### src/rtl/fp_pkg.sv
// Shared constants for the floating-point add/sub datapath: sizes, exponent limits,
// bit positions of the extended mantissa and the packed infinity pattern.
`default_nettype none

package fp_pkg;

  localparam int DataSize     = 32;
  localparam int FractionSize = 23;
  localparam int MantissaSize = FractionSize + 1;
  localparam int RoundingSize = MantissaSize + 3;
  localparam int ExponentSize = 8;

  localparam int Bias   = 127;
  localparam int ExpMax = 255;

  // Positions inside the adder's extended mantissa {carry, hidden, fraction, G, R, S}
  localparam int CarryBit  = RoundingSize;
  localparam int HiddenBit = RoundingSize - 1;
  localparam int GuardBit  = 2;
  localparam int RoundBit  = 1;
  localparam int StickyBit = 0;

  localparam logic [DataSize-1:0] PosInf = 32'h7F80_0000;

endpackage : fp_pkg

`default_nettype wire

### src/rtl/fp_leading_zero_counter.sv
// Leading-zero counter used by the normalize stage; also flags an all-zero input.
`default_nettype none

module fp_leading_zero_counter
  import fp_pkg::*;
#(
  parameter int Width      = 27,
  parameter int CountWidth = $clog2(Width)
) (
  input  logic [Width-1:0]      Value,
  output logic [CountWidth-1:0] Count,
  output logic                  AllZero
);

  // Scanning upward lets the highest set bit make the final assignment.
  always_comb begin
    Count   = '0;
    AllZero = 1'b1;
    for (int i = 0; i < Width; i++) begin
      if (Value[i]) begin
        Count   = CountWidth'(Width - 1 - i);
        AllZero = 1'b0;
      end
    end
  end

endmodule : fp_leading_zero_counter

`default_nettype wire

### src/rtl/fp_round_pack.sv
// Normalize (stage A) then round-to-nearest-even and pack (stage B) into an
// IEEE-754 single-precision word, behind a two-entry valid/ready pipeline.
`default_nettype none

module fp_round_pack
  import fp_pkg::*;
#(
  parameter int DataSize     = 32,
  parameter int FractionSize = 23,
  parameter int MantissaSize = FractionSize + 1,
  parameter int RoundingSize = MantissaSize + 3,
  parameter int ExponentSize = 8
) (
  input  logic                    Clock,
  input  logic                    ResetN,
  input  logic                    InValid,
  output logic                    InReady,
  input  logic                    InSign,
  input  logic [ExponentSize-1:0] InExponent,
  input  logic [RoundingSize:0]   InMantissa,
  output logic                    OutValid,
  input  logic                    OutReady,
  output logic [DataSize-1:0]     Result,
  output logic                    Overflow,
  output logic                    Underflow,
  output logic                    Inexact
);

  localparam int ExpWidth   = ExponentSize + 2;
  localparam int CountWidth = $clog2(HiddenBit + 1);

  logic                    valid_a_q, valid_b_q;
  logic                    sign_a_q, sign_a_d;
  logic                    zero_a_q, zero_a_d;
  logic [ExpWidth-1:0]     exp_a_q, exp_a_d;
  logic [HiddenBit:0]      man_a_q, man_a_d;
  logic [DataSize-1:0]     result_q, result_d;
  logic                    overflow_q, overflow_d;
  logic                    underflow_q, underflow_d;
  logic                    inexact_q, inexact_d;

  logic                    drain_a, accept;
  logic [CountWidth-1:0]   lz_count;
  logic                    lz_zero;
  logic [ExpWidth-1:0]     exp_in, exp_b;
  logic                    round_inc, lost_bits;
  logic [MantissaSize:0]   rounded;
  logic [FractionSize-1:0] frac_b;

  assign drain_a = valid_a_q & (~valid_b_q | OutReady);
  assign InReady = ~valid_a_q | drain_a;
  assign accept  = InValid & InReady;

  fp_leading_zero_counter #(
    .Width      (HiddenBit + 1),
    .CountWidth (CountWidth)
  ) u_lzc (
    .Value   (InMantissa[HiddenBit:0]),
    .Count   (lz_count),
    .AllZero (lz_zero)
  );

  assign exp_in = ExpWidth'(InExponent);

  always_comb begin
    sign_a_d = InSign;
    zero_a_d = 1'b0;
    exp_a_d  = exp_in;
    man_a_d  = InMantissa[HiddenBit:0];
    if (InMantissa[CarryBit]) begin
      // The bit shifted out folds into sticky so rounding still sees it.
      man_a_d = {InMantissa[CarryBit:RoundBit+1], |InMantissa[RoundBit:StickyBit]};
      exp_a_d = exp_in + ExpWidth'(1);
    end else if (!lz_zero) begin
      man_a_d = InMantissa[HiddenBit:0] << lz_count;
      exp_a_d = exp_in - ExpWidth'(lz_count);
    end else begin
      sign_a_d = 1'b0;
      zero_a_d = 1'b1;
      exp_a_d  = '0;
    end
  end

  always_comb begin
    round_inc = man_a_q[GuardBit] &
                (man_a_q[RoundBit] | man_a_q[StickyBit] | man_a_q[GuardBit+1]);
    lost_bits = |man_a_q[GuardBit:StickyBit];
    rounded   = {1'b0, man_a_q[HiddenBit:GuardBit+1]} + (MantissaSize+1)'(round_inc);
    exp_b     = exp_a_q;
    frac_b    = rounded[FractionSize-1:0];
    // A carry out of the hidden bit leaves 10.000..., renormalized to 1.0.
    if (rounded[MantissaSize]) begin
      exp_b  = exp_a_q + ExpWidth'(1);
      frac_b = rounded[FractionSize:1];
    end

    result_d    = {sign_a_q, exp_b[ExponentSize-1:0], frac_b};
    overflow_d  = 1'b0;
    underflow_d = 1'b0;
    inexact_d   = lost_bits;
    if (zero_a_q) begin
      result_d  = '0;
      inexact_d = 1'b0;
    end else if ($signed(exp_b) >= $signed(ExpWidth'(ExpMax))) begin
      result_d   = DataSize'(PosInf) | {sign_a_q, {(DataSize-1){1'b0}}};
      overflow_d = 1'b1;
      inexact_d  = 1'b1;
    end else if ($signed(exp_b) <= $signed(ExpWidth'(0))) begin
      result_d    = {sign_a_q, {(DataSize-1){1'b0}}};
      underflow_d = 1'b1;
      inexact_d   = 1'b1;
    end
  end

  always_ff @(posedge Clock or negedge ResetN) begin
    if (!ResetN) begin
      valid_a_q   <= 1'b0;
      sign_a_q    <= 1'b0;
      zero_a_q    <= 1'b0;
      exp_a_q     <= '0;
      man_a_q     <= '0;
      valid_b_q   <= 1'b0;
      result_q    <= '0;
      overflow_q  <= 1'b0;
      underflow_q <= 1'b0;
      inexact_q   <= 1'b0;
    end else begin
      if (accept) begin
        valid_a_q <= 1'b1;
        sign_a_q  <= sign_a_d;
        zero_a_q  <= zero_a_d;
        exp_a_q   <= exp_a_d;
        man_a_q   <= man_a_d;
      end else if (drain_a) begin
        valid_a_q <= 1'b0;
      end

      if (drain_a) begin
        valid_b_q   <= 1'b1;
        result_q    <= result_d;
        overflow_q  <= overflow_d;
        underflow_q <= underflow_d;
        inexact_q   <= inexact_d;
      end else if (OutReady) begin
        valid_b_q <= 1'b0;
      end
    end
  end

  assign OutValid  = valid_b_q;
  assign Result    = result_q;
  assign Overflow  = overflow_q;
  assign Underflow = underflow_q;
  assign Inexact   = inexact_q;

endmodule : fp_round_pack

`default_nettype wire

### config.mk
export PLATFORM = sky130hd
export DESIGN_NAME = fp_round_pack
export DESIGN_NICKNAME = d
export VERILOG_FILES = /design/src/rtl/fp_pkg.sv /design/src/rtl/fp_leading_zero_counter.sv /design/src/rtl/fp_round_pack.sv
export SDC_FILE = /design/constraint.sdc
export NUM_CORES = 1
export LEC_CHECK = 0
export CORE_MARGIN = 2
export CORE_UTILIZATION = 33
export CTS_BUF_LIST = sky130_fd_sc_hd__clkbuf_8
export CTS_CLUSTER_DIAMETER = 50
export DETAILED_ROUTE_END_ITERATION = 6
export PLACE_DENSITY = 0.61
export REMOVE_ABC_BUFFERS = 1
export SETUP_SLACK_MARGIN = 0.5
export SLEW_MARGIN = 20
export SYNTH_ARGS = -nofsm -noshare
export SYNTH_HDL_FRONTEND = slang
export SYNTH_SLANG_ARGS = --single-unit
### constraint.sdc
create_clock -name Clock -period 2.85 [get_ports Clock]
set_input_delay 0.4275 -clock Clock [delete_from_list [all_inputs] [get_ports Clock]]
set_output_delay 0.4275 -clock Clock [all_outputs]
set_load 0.01 [all_outputs]
=== Word level (Yosys, flattened, before mapping) ===
Index checks and enable logic that the tools add are counted.

* Flip-flop bits (word level): 76
* Input port bits: 41
* Output and inout bits: 37
* Word-level logic and storage cells: 109

* Add/subtract/negate cells: 4
* $lt $le $gt $ge: 2
* Shifts and indexed selects: 1
* Mux-type cells: 79
* Bitwise logic cells: 9
* Reductions and logical operators: 4

{| class="wikitable"
|+ Operators with widths
! cell !! count
|-
| $mux W5 || 27
|-
| $mux W31 || 2
|-
| $mux W27 || 2
|-
| $mux W1 || 43
|-
| $mux W32 || 1
|-
| $mux W10 || 3
|-
| $shl A27 B5 Y27 || 1
|-
| $add A24 B1 Y25 || 1
|-
| $mux W23 || 1
|-
| $add A10 B1 Y10 const B || 1
|-
| $ge A10 B9 Y1 const B || 1
|-
| $le A10 B1 Y1 const B || 1
|-
| $add A8 B1 Y9 const B || 1
|-
| $sub A8 B5 Y9 || 1
|-
| $or A1 B1 Y1 || 4
|-
| $reduce_bool A2 Y1 || 2
|-
| $and A1 B1 Y1 || 3
|-
| $reduce_or A3 Y1 || 1
|-
| $not A1 Y1 || 2
|-
| $reduce_or A2 Y1 || 1
|}

=== Depth between registers and ports, before layout ===
Gate-level depths: netlist of run 1.

* Depth in word-level cells: 30
* Depth in mapped cells: 17

=== Hierarchy ===
From an unflattened synthesis of run 1, not the netlist that was laid out.

* Cell total of the unflattened synthesis: 759
* Area total of the unflattened synthesis: 6342.3 um^2

{| class="wikitable"
|+ By module, submodules not included
! module !! instances !! cells each !! area each (um^2) !! sequential area each (um^2)
|-
| fp_round_pack || 1 || 699 || 6013.3 || 1901.8
|-
| fp_leading_zero_counter || 1 || 60 || 329.1 || 0.0
|}

=== Worst setup path before layout of run 1 ===
OpenSTA, ideal clock, no wires.

* Path type: in2reg
* Start point: input port InMantissa[9]
* End point: register exp_a_q[6]
* Setup time: 0.126 ns
* Data arrival time: 3.199 ns
* Required time: 2.724 ns
* Path slack: -0.475 ns
* Stages: 15
* Path buffers: 4
* Path through: clkbuf_1 > or4_1 > o2111ai_1 > and2_1 > buf_2 > inv_1 > buf_2 > buf_2 > ha_1 > a21o_1 > a21oi_1 > o21ai_0 > xnor2_1 > a221oi_1 > nor2_1

* Longest elaborated chain between the ends: 21
* Elaborated cells on any way between the ends: 39
* Those cells by class: add/sub: 1; mux: 38

{| class="wikitable"
|+ Ends and longest elaborated chain
! item !! line !! RTL
|-
| from (decl) || fp_round_pack.sv:20 || <nowiki>input logic [RoundingSize:0] InMantissa,</nowiki>
|-
| $mux W5 (18 in a row) || fp_leading_zero_counter.sv:20 || <nowiki>if (Value[i]) begin</nowiki>
|-
| $sub A8 B5 Y9 || fp_round_pack.sv:76 || <nowiki>exp_a_d = exp_in - ExpWidth'(lz_count);</nowiki>
|-
| $mux W10 (*) || fp_round_pack.sv:74 || <nowiki>end else if (!lz_zero) begin</nowiki>
|-
| $mux W10 (*) || fp_round_pack.sv:70 || <nowiki>if (InMantissa[CarryBit]) begin</nowiki>
|-
| to (signal assigned) || fp_round_pack.sv:132 || <nowiki>exp_a_q <= exp_a_d;</nowiki>
|-
| to (decl) || fp_round_pack.sv:35 || <nowiki>logic [ExpWidth-1:0] exp_a_q, exp_a_d;</nowiki>
|}

Every way passes the cells marked *; elsewhere a longest branch is shown, timed or not.
A chain may end at the register's enable or synchronous reset.

=== Final worst setup path of run 1 ===
* Start point: input port InMantissa[12]
* End point: register exp_a_q[6]

* Longest elaborated chain between the ends: 18
* Elaborated cells on any way between the ends: 33
* Those cells by class: add/sub: 1; mux: 32

{| class="wikitable"
|+ Ends and longest elaborated chain
! item !! line
|-
| $mux W5 (15 in a row) || fp_leading_zero_counter.sv:20
|-
| $sub A8 B5 Y9 || fp_round_pack.sv:76
|-
| $mux W10 (*) || fp_round_pack.sv:74
|-
| $mux W10 (*) || fp_round_pack.sv:70
|}

Marks and branches as above.

==> results.sh, run 1 <==
export IMPL_cts_tree="yes"
export IMPL_drv_slew=0
export IMPL_reg2reg_slack_ns=0.22
export IMPL_io_pins=78
export IMPL_clock_skew_ns=0.0133
export IMPL_ir_drop_mv=0.286
export IMPL_hold_path_class="in2async"
export IMPL_period_share_pct=98.8
export IMPL_path_depth=16
export IMPL_clkTransAtPathRegs_ns=0.08
export IMPL_drv_cap=0
export IMPL_crit_fanout=2
export IMPL_syn_area_sq_um=6090
export IMPL_max_stage_delay_ns=0.37
export IMPL_syn_inst=736
export IMPL_path_cells="buf_6 > or3_4 > a221oi_2 > o41ai_2 > buf_4 > a21o_4 > clkinv_4 > ha_4 > inv_2 > fa_2 > a21o_1 > a21oi_2 > o21ai_2 > xnor2_1 > a221oi_2 > nor2_1"
export IMPL_hold_viol_final=0
export IMPL_avgSynthCellArea_sq_um=8.28
export IMPL_vias=6742
export IMPL_grt_util_met2_pct=35.2
export IMPL_final_common_cell="buf_4"
export IMPL_required_ns=3.10
export IMPL_crit_top_cell="a221oi_2"
export IMPL_synth_largest_area_cell="dfrtp_1"
export IMPL_grt_setup_unrepaired="true"
export IMPL_max_slew_margin_rel_pct=36.5
export IMPL_groute_layer_met1_usage_pct=31.3
export IMPL_finalSetupViolations=0
export IMPL_fin_total_pwr_mw=4.00
export IMPL_htree_levels=3
export IMPL_use_met3_pct=2.51
export IMPL_placement_rows=49
export IMPL_synth_area_leaders="dfrtp_1 31%, nand2_1 5.5%, mux2i_1 5.4%, nor2_1 5.3%, a221oi_1 2.9%"
export IMPL_cp_startpoint="InMantissa[12]"
export IMPL_gp_congestion=0.996
export IMPL_p_leak_nw=4.03
export IMPL_dp_cells=1149
export IMPL_dpl_hpwl_um=16200
export IMPL_endpoint_kind="flop"
export IMPL_remaining_drc_errors=0
export IMPL_final_cell_area_sq_um=9370
export IMPL_drt_wirelength_per_cell_um=18.4
export IMPL_die_x_um=140
export IMPL_layout_min_cycle_time_ns=2.82
export IMPL_drt_iter0_drc=641
export IMPL_post_route_util_pct=52.0
export IMPL_busiest_layer="met2"
export IMPL_dieArea_sq_um=19600
export IMPL_status="finished clean"
export IMPL_viasPerCell=5.60
export IMPL_mostFrequentLayoutCells="160 x buf_4, 85 x nand2_1, 76 x dfrtp_1"
export IMPL_crit_arrival_ns=3.06
export IMPL_crit_path_end="exp_a_q[6]"
export IMPL_yosys_warnings=0
export IMPL_placement_io_buffers=77
export IMPL_r2r_start="man_a_q[2]"
export IMPL_holdWs_ns=0.206
export IMPL_clockBufferDepth=2
export IMPL_grt_use_total_pct=21.8
export IMPL_die_h_um=140
export IMPL_power_density_nw_per_um2=427
export IMPL_cp_start_kind="input port"
export IMPL_grt_pass1_wl_um=34300
export IMPL_wirelength_um=22200
export IMPL_crit_family="compound AO/OA/AOI/OAI gates"
export IMPL_clk_root_buffer_cell="clkbuf_8"
export IMPL_syn2layout_area_growth_pct=53.8
export IMPL_start_util_pct=33.8
export IMPL_rr_worst_depth=14
export IMPL_seq_area_frac_synth_pct=31.2
export IMPL_insertion_delay_ns=0.35
export IMPL_cts_buffers=9
export IMPL_final_cells=1204
export IMPL_antenna_found_initial=0
export IMPL_reg2reg_to="Result[1]"
export IMPL_synth_edff_count=0
export IMPL_crit_type="in2reg"
export IMPL_synth_seq_cells=76
export IMPL_async_flop_share_pct=100
export IMPL_place_area_sq_um=8070
export IMPL_synthDistinctLibCells=83
export IMPL_firstDrtPassIters=5
export IMPL_crit_path_top_delay_cell="or3_4"
export IMPL_tightest_slew_ns=0.952
export IMPL_fin_nets=1021
export IMPL_grt_overflow_total=0
export IMPL_ctsHoldBuffers=0
export IMPL_drive_gt1_share_pct=37.8
export IMPL_coreArea_sq_um=18000
export IMPL_grt_max_degree=77
export IMPL_crit_buf_inv=4
export IMPL_fmax_ghz=0.355
export IMPL_ys_flop_type="dfrtp_1"
export IMPL_first_global_vias=6312
export IMPL_ant_nets=0
export IMPL_antenna_cells=0
export IMPL_clock_sinks=76
export IMPL_synth_top_cell_area_share_pct=31.2
cell type report:
type                       instances  area (sq um)
timing repair buffer             268          2290
fill                            1674          8650
inverter                          21          91.3
tap                              229           287
sequential                        76          1900
multi-input combinational        595          4630
clock inverter                     4          18.8
clock buffer                      11           151
kinds of logic (layout without fill, tap and decap cells):
| kind of cell | after synthesis | count (layout) | share of synthesized area [%] |
|---|---|---|---|
| AND/OR/NAND/NOR | 298 | 299 | 23.6 |
| AO/OA/AOI/OAI | 202 | 202 | 24.2 |
| flip-flops | 76 | 76 | 31.2 |
| buffers and inverters | 66 | 304 | 5.20 |
| multiplexers | 46 | 46 | 8.16 |
| XOR/XNOR | 39 | 39 | 5.61 |
| adder cells (fa/ha/maj) | 9 | 9 | 1.97 |
worst reg2reg max path, delay by kind of cell (launching register included):
family,cells,cell delay [ns]
DFF,1,0.37
buffers and inverters,4,0.61
and+or+nand+nor,7,1.08
adders and majority gates,1,0.12
AOI/OAI and AO/OA,2,0.32
how the worst min path moves through the flow:
stage                           from    endpoint  slack [ns]  cells past startpoint
after global placement    Result[22]  Result[22]        0.46                      2
after detailed placement    Overflow    Overflow        0.47                      2
after global routing          ResetN  exp_a_q[4]        0.30                      1
after CTS                     ResetN  man_a_q[1]        0.26                      1
final                         ResetN  exp_a_q[5]        0.21                      1
after floorplan               ResetN     Inexact        0.13                      0
cells in the mapped netlist, types with 13 or more instances:
cell type  instances
a221oi_1          20
nand2_1           89
a21oi_1           33
a22o_1            13
buf_2             13
nor3_1            18
nand3_1           25
o21ai_0           24
xor2_1            19
xnor2_1           20
dfrtp_1           76
nor2_1            86
clkbuf_1          23
mux2i_1           33
inv_1             17
routing by layer:
metal  share of wire, %  up-vias
met2                 47      289
met1                 45     3211
met5                  0        -
li1                   -     3202
met4                2.3        0
met3                6.4       40
state kept, by name (all words and copies together) (netlist names):
name / flops
Inexact: 1
Overflow: 1
Result: 32
OutValid: 1
man_a_q: 27
valid_a_q: 1
zero_a_q: 1
Underflow: 1
sign_a_q: 1
exp_a_q: 10
metrics by stage:
stage	setup TNS [ns]	setup slack (ns)
4_1_cts	0	0.0281
2_1_floorplan	-7.41	-0.798
3_3_place_gp	-15.89	-0.755
6_report	0	0.0334
3_5_place_dp	-17.35	-0.813
5_1_grt	-0.0292	-0.0219
report_power, final:
| part | switching (mW) | total, mW | leakage, nW | internal [mW] |
|---|---|---|---|---|
| logic | 0.862 | 1.79 | 3.02 | 0.931 |
| clock network | 0.386 | 0.736 | 0.0952 | 0.350 |
| registers | 0.186 | 1.47 | 0.913 | 1.28 |
what timing repair did:
item,in CTS,in global routing
setup buffers,17,21
pin swaps,48,38
setup endpoints to repair,68,69
gates cloned,2,0
gates resized for setup,133,134
Power figures use the tool's default switching activity.
==> inputs of run 2 (changes only) <==
--- a/config.mk
+++ b/config.mk
@@ -5,6 +5,7 @@
 export SDC_FILE = /design/constraint.sdc
 export NUM_CORES = 1
 export LEC_CHECK = 0
+export CAP_MARGIN = 30
 export CORE_MARGIN = 2
 export CORE_UTILIZATION = 33
 export CTS_BUF_LIST = sky130_fd_sc_hd__clkbuf_8
==> results.sh, run 2 (synthesis results as in run 1) <==
export IMPL_r2r_start="man_a_q[2]"
export IMPL_max_slew_margin_rel_pct=54.1
export IMPL_p_int_mw=2.57
export IMPL_required_ns=3.10
export IMPL_hold_viol_final=0
export IMPL_placement_rows=49
export IMPL_reg2reg_slack_ns=0.22
export IMPL_drv_cap=0
export IMPL_fin_nets=1023
export IMPL_p_leak_nw=4.05
export IMPL_reg2reg_to="Result[1]"
export IMPL_use_met3_pct=2.51
export IMPL_largest_reg_flops=32
export IMPL_die_h_um=140
export IMPL_crit_path_top_delay_cell="or3_4"
export IMPL_firstDrtPassIters=5
export IMPL_insertion_delay_ns=0.35
export IMPL_clkTransAtPathRegs_ns=0.08
export IMPL_power_density_nw_per_um2=426
export IMPL_min_path_cells=2
export IMPL_switching_share_pct=35.9
export IMPL_holdWs_ns=0.473
export IMPL_grt_use_total_pct=21.8
export IMPL_rr_worst_depth=14
export IMPL_min_to="Result[22]"
export IMPL_coreArea_sq_um=18000
export IMPL_ant_nets=0
export IMPL_dpl_hpwl_um=16200
export IMPL_finalSetupViolations=0
export IMPL_dieArea_sq_um=19600
export IMPL_fin_total_pwr_mw=4.01
export IMPL_viasPerCell=5.60
export IMPL_power_frac_clock_pct=18.4
export IMPL_io_pins=78
export IMPL_crit_arrival_ns=3.06
export IMPL_dp_cells=1149
export IMPL_placement_io_buffers=77
export IMPL_crit_buf_inv=4
export IMPL_antenna_found_initial=0
export IMPL_mostFrequentLayoutCells="160 x buf_4, 85 x nand2_1, 76 x dfrtp_1"
export IMPL_endpoint_kind="flop"
export IMPL_cp_start_kind="input port"
export IMPL_crit_top_cell="a221oi_2"
export IMPL_groute_layer_met1_usage_pct=31.3
export IMPL_vias=6754
export IMPL_die_x_um=140
export IMPL_final_cells=1206
export IMPL_max_stage_delay_ns=0.37
export IMPL_pwr_share_comb_pct=44.9
export IMPL_first_global_vias=6312
export IMPL_path_cells="buf_6 > or3_4 > a221oi_2 > o41ai_2 > buf_4 > a21o_4 > clkinv_4 > ha_4 > inv_2 > fa_2 > a21o_1 > a21oi_2 > o21ai_2 > xnor2_1 > a221oi_2 > nor2_1"
export IMPL_grt_pass1_wl_um=34300
export IMPL_status="finished clean"
export IMPL_ir_drop_mv=0.286
export IMPL_drv_slew=0
export IMPL_grt_max_degree=77
export IMPL_cts_tree="yes"
export IMPL_min_from="Result[22]"
export IMPL_final_common_cell="buf_4"
export IMPL_drt_wirelength_per_cell_um=18.4
export IMPL_tightest_slew_ns=0.689
export IMPL_crit_fanout=2
export IMPL_cts_buffers=9
export IMPL_seq_power_share_pct=36.7
export IMPL_drive_gt1_share_pct=37.9
export IMPL_clock_skew_ns=0.0137
export IMPL_wirelength_um=22200
export IMPL_antenna_cells=0
export IMPL_clockBufferDepth=2
export IMPL_period_share_pct=98.7
export IMPL_syn2layout_area_growth_pct=54.5
export IMPL_layout_min_cycle_time_ns=2.81
export IMPL_busiest_layer="met2"
export IMPL_grt_setup_unrepaired="true"
export IMPL_remaining_drc_errors=0
export IMPL_grt_util_met2_pct=35.2
export IMPL_clk_root_buffer_cell="clkbuf_8"
export IMPL_clock_sinks=76
export IMPL_gp_congestion=0.996
export IMPL_hold_path_class="reg2reg"
export IMPL_final_setup_tns_ns=0
export IMPL_crit_family="compound AO/OA/AOI/OAI gates"
export IMPL_fmax_ghz=0.355
export IMPL_p_sw_mw=1.44
export IMPL_htree_levels=3
export IMPL_grt_overflow_total=0
export IMPL_drt_iter0_drc=581
export IMPL_start_util_pct=33.8
export IMPL_crit_type="in2reg"
-- run 2: cell count changes in the layout (fill, tap and decap cells not counted) --
cell / previous run / this run
dlygate4sd3_1: 0 / 1
buf_16: 0 / 1
-- run 2: final cells by class --
type	count	area, sq um
fill	1674	8620
multi-input combinational	595	4630
timing repair buffer	270	2330
sequential	76	1900
tap	229	287
clock buffer	11	151
inverter	21	91.3
clock inverter	4	18.8
-- run 2: worst max path at each step --
| stage | startpoint | endpoint | slack, ns | cells after the start |
|---|---|---|---|---|
| 3_5_place_dp | InMantissa[14] | exp_a_q[6] | -0.81 | 15 |
| 5_1_grt | InMantissa[12] | exp_a_q[6] | -0.02 | 16 |
| 2_1_floorplan | InMantissa[7] | exp_a_q[6] | -0.80 | 11 |
| 6_report | InMantissa[12] | exp_a_q[6] | 0.04 | 16 |
| 3_3_place_gp | InMantissa[14] | exp_a_q[6] | -0.76 | 15 |
| 4_1_cts | InMantissa[16] | exp_a_q[6] | 0.03 | 16 |
-- run 2: what timing repair did --
action | in CTS | in global routing
pin swaps | 48 | 38
setup buffers | 17 | 21
hold endpoints to repair | 0 | 21
gates cloned | 2 | 0
endpoints found under the setup margin | 68 | 69
gates resized for setup | 133 | 134
hold buffers | 0 | 1
-- run 2: worst min-delay path: stages, from the launching register on --
cell and delay (ns):
dfrtp_1 0.35, nand2_1 0.05, nand2_1 0.05
-- run 2: routing by layer --
metal,routed length [um],up-vias
met2,10400,313
met4,565,0
met5,0,-
li1,-,3208
met3,1470,43
met1,9800,3190
-- run 2: power groups by stage --
stage	Combinational, mW	Sequential [mW]	Clock (mW)
2_1_floorplan	0.669	1.51	0
3_3_place_gp	1.49	1.48	0
3_5_place_dp	1.50	1.49	0
4_1_cts	1.62	1.46	0.753
5_1_grt	1.93	1.51	0.810
6_report	1.80	1.47	0.738
-- run 2: per-stage QoR --
stage | util (%) | setup slack (ns) | area, sq um
after floorplan | - | -0.798 | 5860
after global placement | 44.8 | -0.755 | 8070
after detailed placement | 44.8 | -0.813 | 8070
after CTS | 48.7 | 0.0281 | 8780
after global routing | 52.2 | -0.0220 | 9410
final | 52.2 | 0.0360 | 9410
==> inputs of run 3 (changes only) <==
--- a/config.mk
+++ b/config.mk
@@ -6,11 +6,11 @@
 export NUM_CORES = 1
 export LEC_CHECK = 0
 export CAP_MARGIN = 30
-export CORE_MARGIN = 2
 export CORE_UTILIZATION = 33
 export CTS_BUF_LIST = sky130_fd_sc_hd__clkbuf_8
 export CTS_CLUSTER_DIAMETER = 50
 export DETAILED_ROUTE_END_ITERATION = 6
+export HOLD_SLACK_MARGIN = 0.06
 export PLACE_DENSITY = 0.61
 export REMOVE_ABC_BUFFERS = 1
 export SETUP_SLACK_MARGIN = 0.5
==> results.sh, run 3 (synthesis results as in run 1) <==
export IMPL_hold_path_class="reg2reg"
export IMPL_reg2reg_to="Result[1]"
export IMPL_die_x_um=138
export IMPL_drt_iter0_drc=427
export IMPL_violations="design-rule violations, negative setup slack"
export IMPL_p_int_mw=2.51
export IMPL_final_common_cell="buf_4"
export IMPL_min_path_cells=2
export IMPL_pwr_share_comb_pct=43.7
export IMPL_first_global_vias=6373
export IMPL_coreArea_sq_um=18000
export IMPL_grt_overflow_total=0
export IMPL_grt_setup_unrepaired="true"
export IMPL_drv_slew=0
export IMPL_tightest_slew_ns=0.795
export IMPL_layout_min_cycle_time_ns=2.86
export IMPL_endpoint_kind="flop"
export IMPL_power_frac_clock_pct=18.6
export IMPL_seq_power_share_pct=37.7
export IMPL_grt_pass1_wl_um=34400
export IMPL_vias=6629
export IMPL_required_ns=3.08
export IMPL_cp_start_kind="input port"
export IMPL_fin_total_pwr_mw=3.93
export IMPL_drt_wirelength_per_cell_um=18.5
export IMPL_dieArea_sq_um=19000
export IMPL_remaining_drc_errors=1
export IMPL_rr_worst_depth=13
export IMPL_min_from="Result[22]"
export IMPL_cts_tree="yes"
export IMPL_viasPerCell=5.58
export IMPL_power_density_nw_per_um2=430
export IMPL_die_h_um=138
export IMPL_mostFrequentLayoutCells="159 x buf_4, 85 x nand2_1, 78 x nor2_1"
export IMPL_reg2reg_slack_ns=0.25
export IMPL_largest_reg_flops=32
export IMPL_drive_gt1_share_pct=34.2
export IMPL_min_to="Result[22]"
export IMPL_wirelength_um=21900
export IMPL_ir_drop_mv=0.351
export IMPL_firstDrtPassIters=7
export IMPL_period_share_pct=100
export IMPL_crit_type="in2reg"
export IMPL_htree_levels=3
export IMPL_fill_cells=1729
export IMPL_crit_arrival_ns=3.09
export IMPL_start_util_pct=33.8
export IMPL_placement_io_buffers=77
export IMPL_hold_viol_final=0
export IMPL_antenna_cells=0
export IMPL_status="complete, but fails checks"
export IMPL_clockBufferDepth=2
export IMPL_regArea_sq_um=1900
export IMPL_ant_nets=0
export IMPL_clkTransAtPathRegs_ns=0.08
export IMPL_drv_cap=0
export IMPL_dpl_hpwl_um=16300
export IMPL_clock_sinks=76
export IMPL_io_pins=78
export IMPL_multi_input_area_sq_um=4500
export IMPL_finalSetupViolations=1
export IMPL_setup_ws_ns=-0.0122
export IMPL_holdWs_ns=0.470
export IMPL_placement_rows=49
export IMPL_fmax_ghz=0.349
export IMPL_clk_root_buffer_cell="clkbuf_8"
export IMPL_grt_max_degree=77
export IMPL_clock_skew_ns=0.00991
export IMPL_gp_congestion=0.945
export IMPL_switching_share_pct=36.0
export IMPL_fin_nets=1006
export IMPL_crit_fanout=2
export IMPL_max_slew_margin_rel_pct=47.0
export IMPL_grt_use_total_pct=23.6
export IMPL_cts_buffers=9
export IMPL_p_leak_nw=3.92
export IMPL_p_sw_mw=1.41
export IMPL_insertion_delay_ns=0.34
export IMPL_antenna_found_initial=0
export IMPL_r2r_start="man_a_q[2]"
export IMPL_syn2layout_area_growth_pct=50.2
[run 3: changes by cell type in the layout (fill, tap and decap cells not counted), sizes merged]
cell / delta
buf: -19
clkbuf: -11
dlygate4sd2: +11
clkdlybuf4s15: +4
clkinv: +2
clkdlybuf4s50: -1
clkinvlp: -1
dlymetal6s2s: -1
inv: -1
[run 3: layout make-up]
| cell class | instances | area share, % |
|---|---|---|
| Clock inverter | 4 | 0.191 |
| Clock buffer | 11 | 1.66 |
| Multi-Input combinational cell | 595 | 49.2 |
| Sequential cell | 76 | 20.8 |
| Tap cell | 229 | 3.13 |
| Timing Repair Buffer | 253 | 24.0 |
| Inverter | 21 | 1.03 |
[run 3: worst max-delay path by stage]
stage,endpoint,start
2_1_floorplan,exp_a_q[6],InMantissa[7]
3_3_place_gp,exp_a_q[6],InMantissa[14]
3_5_place_dp,exp_a_q[6],InMantissa[12]
4_1_cts,exp_a_q[6],InMantissa[14]
5_1_grt,exp_a_q[6],InMantissa[14]
6_report,exp_a_q[6],InMantissa[14]
[run 3: routing by layer]
metal  share of wire [%]  up-vias  GRT usage (%)
li1                    -     3178              -
met5                   0        -              0
met1                  44     3153           32.4
met4                 3.0        0           8.64
met2                  47      254           37.6
met3                 6.2       44           3.25
[run 3: repair_timing]
action / in CTS / in global routing
resized for setup: 140 / 52
setup endpoints to repair: 71 / 69
hold buffers: 0 / 1
endpoints found under the hold margin: 0 / 18
gates cloned: 2 / 0
buffers inserted: 21 / 4
pin swaps: 51 / 22
[run 3: worst max-delay path, stage by stage]
cell and delay, ns:
buf_6 0.09, or3_4 0.37, a221oi_2 0.19, o41ai_2 0.11
buf_4 0.16, a21o_4 0.22, clkinv_4 0.06, ha_4 0.13
inv_4 0.03, fa_2 0.34, a21o_1 0.18, a21oi_2 0.19
o21ai_2 0.11, xnor2_2 0.15, a221oi_2 0.28, nor2_1 0.06
[run 3: metrics by stage]
step / std cells / worst slack [ns] / setup TNS, ns / area (sq um) / utilization, %
detailed placement: 1145 / -0.817 / -17.98 / 8060 / 44.7
global placement: 1145 / -0.756 / -17.35 / 8060 / 44.7
global route: 1189 / -0.0744 / -0.459 / 9150 / 50.7
CTS: 1183 / 0.0336 / 0 / 8820 / 48.9
floorplan: 691 / -0.798 / -7.41 / 5860 / -
finish: 1189 / -0.0122 / -0.0122 / 9150 / 50.7
[run 3: power groups by stage]
stage                     Combinational (mW)  Sequential, mW  Clock, mW
after floorplan                        0.669            1.51          0
after global placement                  1.48            1.49          0
after detailed placement                1.49            1.49          0
after CTS                               1.60            1.47      0.744
after global routing                    1.86            1.51      0.791
final                                   1.72            1.48      0.732
